$ cat src/rtl/alu_result_buffer_pkg.sv
// Shared types and helpers for the ALU result buffer: result entry layout and
// pointer sizing.
package alu_result_buffer_pkg;

  localparam int ALU_DATA_W = 12;

  typedef struct packed {
    logic                  ovf;
    logic [ALU_DATA_W-1:0] data;
  } result_t;

  function automatic int ptr_width(input int depth);
    return $clog2(depth);
  endfunction

endpackage

$ cat src/rtl/sat_counter.sv
// Saturating up-counter with synchronous clear; holds at all-ones instead of
// wrapping.
module sat_counter #(
  parameter int W = 8
) (
  input  logic         clk,
  input  logic         rst_n,
  input  logic         clr,
  input  logic         inc,
  output logic [W-1:0] count
);

  // NOTE: sequential state uses non-blocking assignments so every flop samples
  // pre-edge values regardless of block ordering.
  always_ff @(posedge clk or negedge rst_n) begin
    if (!rst_n) begin
      count <= '0;
    end else if (clr) begin
      count <= '0;
    end else if (inc && (count != '1)) begin
      count <= count + W'(1);
    end
  end

endmodule

$ cat src/rtl/alu_result_buffer.sv
// First-word-fall-through buffer behind the 12-bit ALU, with occupancy,
// sticky overflow flag and saturating overflow/drop counters.
module alu_result_buffer
  import alu_result_buffer_pkg::*;
#(
  parameter int DEPTH  = 8,
  parameter int DATA_W = ALU_DATA_W,
  parameter int CNT_W  = 8
) (
  input  logic                     i_clk,
  input  logic                     i_rst_n,
  input  logic                     i_valid,
  input  logic [DATA_W-1:0]        i_data,
  input  logic                     i_overflow,
  input  logic                     i_flush,
  output logic                     o_valid,
  input  logic                     i_ready,
  output logic [DATA_W-1:0]        o_data,
  output logic                     o_overflow,
  output logic [$clog2(DEPTH):0]   o_count,
  output logic                     o_full,
  output logic                     o_ovf_sticky,
  output logic [CNT_W-1:0]         o_ovf_cnt,
  output logic [CNT_W-1:0]         o_drop_cnt
);

  localparam int PW = ptr_width(DEPTH);
  localparam logic [PW:0] FULL_LVL = (PW + 1)'(DEPTH);

  // Each entry is {overflow, data}.
  logic [DATA_W:0] mem [DEPTH];
  logic [PW-1:0]   wr_ptr, rd_ptr;
  logic [PW:0]     count;
  logic            sticky;
  logic            empty, full, push, pop, drop;

  assign empty = (count == '0);
  assign full  = (count == FULL_LVL);
  assign pop   = !empty && i_ready;
  // A full buffer still accepts when the head leaves in the same cycle.
  assign push  = i_valid && (!full || pop);
  assign drop  = i_valid && full && !pop;

  // NOTE: the storage array has no reset; emptiness is tracked by count and
  // the output mux hides stale contents, so resetting it would buy nothing.
  always_ff @(posedge i_clk) begin
    if (push && !i_flush) begin
      mem[wr_ptr] <= {i_overflow, i_data};
    end
  end

  always_ff @(posedge i_clk or negedge i_rst_n) begin
    if (!i_rst_n) begin
      wr_ptr <= '0;
      rd_ptr <= '0;
      count  <= '0;
      sticky <= 1'b0;
    end else if (i_flush) begin
      wr_ptr <= '0;
      rd_ptr <= '0;
      count  <= '0;
      sticky <= 1'b0;
    end else begin
      if (push) wr_ptr <= wr_ptr + PW'(1);
      if (pop)  rd_ptr <= rd_ptr + PW'(1);
      if (push && !pop)      count <= count + (PW + 1)'(1);
      else if (pop && !push) count <= count - (PW + 1)'(1);
      if (push && i_overflow) sticky <= 1'b1;
    end
  end

  sat_counter #(.W(CNT_W)) u_ovf_cnt (
    .clk   (i_clk),
    .rst_n (i_rst_n),
    .clr   (i_flush),
    .inc   (push && i_overflow),
    .count (o_ovf_cnt)
  );

  sat_counter #(.W(CNT_W)) u_drop_cnt (
    .clk   (i_clk),
    .rst_n (i_rst_n),
    .clr   (i_flush),
    .inc   (drop),
    .count (o_drop_cnt)
  );

  // NOTE: always_comb outputs get a default first so no path can infer a latch.
  always_comb begin
    o_data     = '0;
    o_overflow = 1'b0;
    if (!empty) begin
      o_data     = mem[rd_ptr][DATA_W-1:0];
      o_overflow = mem[rd_ptr][DATA_W];
    end
  end

  assign o_valid      = !empty;
  assign o_count      = count;
  assign o_full       = full;
  assign o_ovf_sticky = sticky;

endmodule

$ cat config.mk
export PLATFORM = sky130hd
export DESIGN_NAME = alu_result_buffer
export DESIGN_NICKNAME = d
export VERILOG_FILES = /design/src/rtl/alu_result_buffer_pkg.sv /design/src/rtl/sat_counter.sv /design/src/rtl/alu_result_buffer.sv
export SDC_FILE = /design/constraint.sdc
export NUM_CORES = 1
export LEC_CHECK = 0
export CAP_MARGIN = 20
export CORE_MARGIN = 2
export CORE_UTILIZATION = 57
export CTS_CLUSTER_SIZE = 12
export DETAILED_ROUTE_END_ITERATION = 16
export MAX_ROUTING_LAYER = met4
export PLACE_DENSITY_LB_ADDON = 0.2
export SLEW_MARGIN = 20
export SYNTH_ARGS = -nofsm -noshare
export SYNTH_HDL_FRONTEND = slang
export SYNTH_SLANG_ARGS = --single-unit
$ cat constraint.sdc
create_clock -name i_clk -period 3.3 [get_ports i_clk]
set_input_delay 0.66 -clock i_clk [delete_from_list [all_inputs] [get_ports i_clk]]
set_output_delay 0.66 -clock i_clk [all_outputs]
set_load 0.05 [all_outputs]
==> impl_metrics.env <==
export IMPL_run_status="completed"
export IMPL_global_route_overflow_total=0
export IMPL_clock_path_buffers=2
export IMPL_post_cts_buffers=0
export IMPL_grt_pass1_wl_um=16900
export IMPL_die_x_um=102
export IMPL_synth_top_family_by_area="multiplexers"
export IMPL_critPathLaunchType="register"
export IMPL_final_cell_mix="104 x edfxtp_1, 38 x clkdlybuf4s50_1, 33 x nor2_1"
export IMPL_vias=3172
export IMPL_worstSetupPathType="register to output pin"
export IMPL_synth_top_area_cell="edfxtp_1"
export IMPL_drt_first_pass_iters=4
export IMPL_clock_latency_ns=0.51
export IMPL_wl_per_cell_um=19.4
export IMPL_gp_congestion=0.846
export IMPL_hold_path_class="input pin to asynchronous set/reset pin"
export IMPL_ir_drop_uv=470
export IMPL_synth_fp_nets=362
export IMPL_ys_types=39
export IMPL_drive_gt1_share_pct=20.6
export IMPL_finalSetupTns_ns=0
export IMPL_num_fill_cells=600
export IMPL_synth_area_leaders="edfxtp_1 57%, dfrtp_1 12%, mux4_2 11%"
export IMPL_fin_crit_sh_pct=87.0
export IMPL_slew_headroom_pct=37.6
export IMPL_p_leak_nw=2.36
export IMPL_fin_hold_ws_ns=0.528
export IMPL_slew_violations=0
export IMPL_core_um2=9280
export IMPL_synth_fa_ha_area_share_pct=1.73
export IMPL_drtIter0Drc=187
export IMPL_antenna_found_initial=0
export IMPL_hold_buffers=0
export IMPL_cts_tree="yes"
export IMPL_max_cap_violations=0
export IMPL_num_nets_final=435
export IMPL_numCtsBuffers=17
export IMPL_worst_slack_ns=0.429
export IMPL_avgSynthCellArea_um2=16.3
export IMPL_yosysWarnings=0
export IMPL_drc=0
export IMPL_crit_arrival_ns=2.21
export IMPL_fin_crit_ns=2.87
export IMPL_synth_yosys_seq_area_share_pct=69.2
export IMPL_syn_inst=337
export IMPL_cts_root_buf="clkbuf_8"
export IMPL_grt_usage_pct=23.2
export IMPL_grt_max_degree=29
export IMPL_synth_compound_area_share_pct=4.46
export IMPL_design_die_area_um2=10400
export IMPL_hpwl_um=6730
export IMPL_viasPerCell=5.76
export IMPL_cts_sinks=131
export IMPL_power_density_nw_per_um2=798
export IMPL_final_common_cell="edfxtp_1"
export IMPL_diodes=0
export IMPL_skew_ns=0.00729
export IMPL_setup_viol=0
export IMPL_synth_xor_area_share_pct=1.12
export IMPL_drt_wl_total_um=10700
export IMPL_clk_pin_slew_ns=0.06
export IMPL_dp_slack_ns=0.443
export IMPL_rows=35
export IMPL_synthMuxAreaShare_pct=14.0
export IMPL_timing_fmax_mhz=348
export IMPL_ctsHtreeMaxLevel=4
export IMPL_ant_nets=0
export IMPL_start_util_pct=59.2
export IMPL_grt_setup_unrepaired="false"
export IMPL_yosys_area_top_type_share_pct=56.9
export IMPL_p_total_mw=5.40
export IMPL_required_ns=2.64
export IMPL_chipHeight_um=102
export IMPL_area_delta_synth_final_pct=23.2
export IMPL_yosys_area_share_simple_pct=7.63
export IMPL_syn_area_um2=5490
export IMPL_endpoint_kind="output pin"
export IMPL_synth_seq_cells=131
export IMPL_portBuffers=53
export IMPL_grt_pass1_vias=3142
export IMPL_hold_violations=0
export IMPL_num_io_pins=54
export IMPL_r2r_slack_ns=0.68
export IMPL_tightest_slew_ns=0.932
export IMPL_crit_path_max_fanout=8
-- path summary, 6_finish.rpt --
| kind | start | end | depth (start not counted) |
|---|---|---|---|
| worst max register to register | o_count[1] | o_count[3] | 7 |
| worst min register to register | o_ovf_sticky | o_ovf_sticky | 2 |
| worst max-delay path | o_count[1] | o_full | 3 |
| worst min-delay path | i_rst_n | o_count[0] | 2 |
| max in group asynchronous | i_rst_n | u_ovf_cnt.count[4] | 2 |
| min in group i_clk | o_ovf_sticky | o_ovf_sticky | 2 |
-- metal layers --
| layer | share of wire (%) | up-vias | track usage (%) | routed length (um) |
|---|---|---|---|---|
| li1 | - | 1470 | - | - |
| met1 | 44 | 1607 | 31.3 | 4680 |
| met2 | 50 | 86 | 35.0 | 5320 |
| met3 | 5.3 | 9 | 6.91 | 564 |
| met4 | 0.94 | 0 | 7.08 | 100 |
| met5 | 0 | - | - | 0 |
-- sequential cells by signal, summed over array words and instances, names as in the netlist --
register          flops
o_ovf_sticky          1
o_count               4
mem                 104
u_ovf_cnt.count       8
u_drop_cnt.count      8
rd_ptr                3
wr_ptr                3
-- synthesized netlist by cell type --
library cell	number
inv_1	9
edfxtp_1	104
or3b_2	2
a21oi_1	15
fa_1	1
a32oi_1	1
buf_6	1
nor2b_1	3
or3_1	9
mux4_2	26
mux2_2	1
nand3_1	11
a211oi_1	2
and3_1	1
o21bai_1	1
or4_1	5
nor3_1	3
buf_2	4
o31ai_1	6
a21o_1	1
nor4_1	2
o211ai_1	3
xor2_1	5
nor2_1	33
xnor2_1	2
ha_1	6
or4b_1	1
mux2i_1	17
a211o_1	1
a31oi_1	1
nand2b_1	4
buf_1	1
and4_1	1
clkbuf_1	10
o21ai_0	8
o41ai_1	1
dfrtp_1	27
nand4_1	1
nand2_1	7
-- per-stage QoR --
step / utilization (%) / cell area (um^2) / instances
4_1_cts: 72.9 / 6770 / 551
6_report: 72.9 / 6770 / 551
3_3_place_gp: 67.1 / 6230 / 520
3_5_place_dp: 67.1 / 6230 / 520
5_1_grt: 72.9 / 6770 / 551
2_1_floorplan: - / 5490 / 337
-- cell type report --
| cell class | count | area, um^2 | share of cell area (%) |
|---|---|---|---|
| Multi-Input combinational cell | 181 | 1600 | 23.6 |
| Timing Repair Buffer | 70 | 638 | 9.43 |
| Clock buffer | 20 | 425 | 6.28 |
| Tap cell | 129 | 161 | 2.38 |
| Sequential cell | 131 | 3800 | 56.1 |
| Clock inverter | 11 | 114 | 1.68 |
| Inverter | 9 | 33.8 | 0.499 |
-- power by group --
group          leakage, nW  internal, mW  switching, mW  total [mW]
Clock                0.257          1.06          0.655        1.71
Combinational        0.796         0.650           1.12        1.77
Sequential            1.31          1.86         0.0589        1.92
Total                 2.36          3.57           1.83        5.40
-- critical path, stage by stage (launching register included) --
cell	delay, ns
dfrtp_1	0.42
or4b_1	0.72
inv_1	0.12
dlymetal6s2s_1	0.44
-- cells by family after synthesis --
kind of cell,Yosys count
AND/OR/NAND/NOR,83
adder cells (fa/ha/maj),7
XOR/XNOR,7
multiplexers,44
flip-flops,131
buffers and inverters,25
AO/OA/AOI/OAI,40
-- what timing repair did --
action / 4_1_cts / 5_1_grt
endpoints found under the hold margin: 0 / 0
setup endpoints to repair: 0 / 1
resized for setup: 0 / 1
Note: power is estimated with default switching activity, not from simulation.
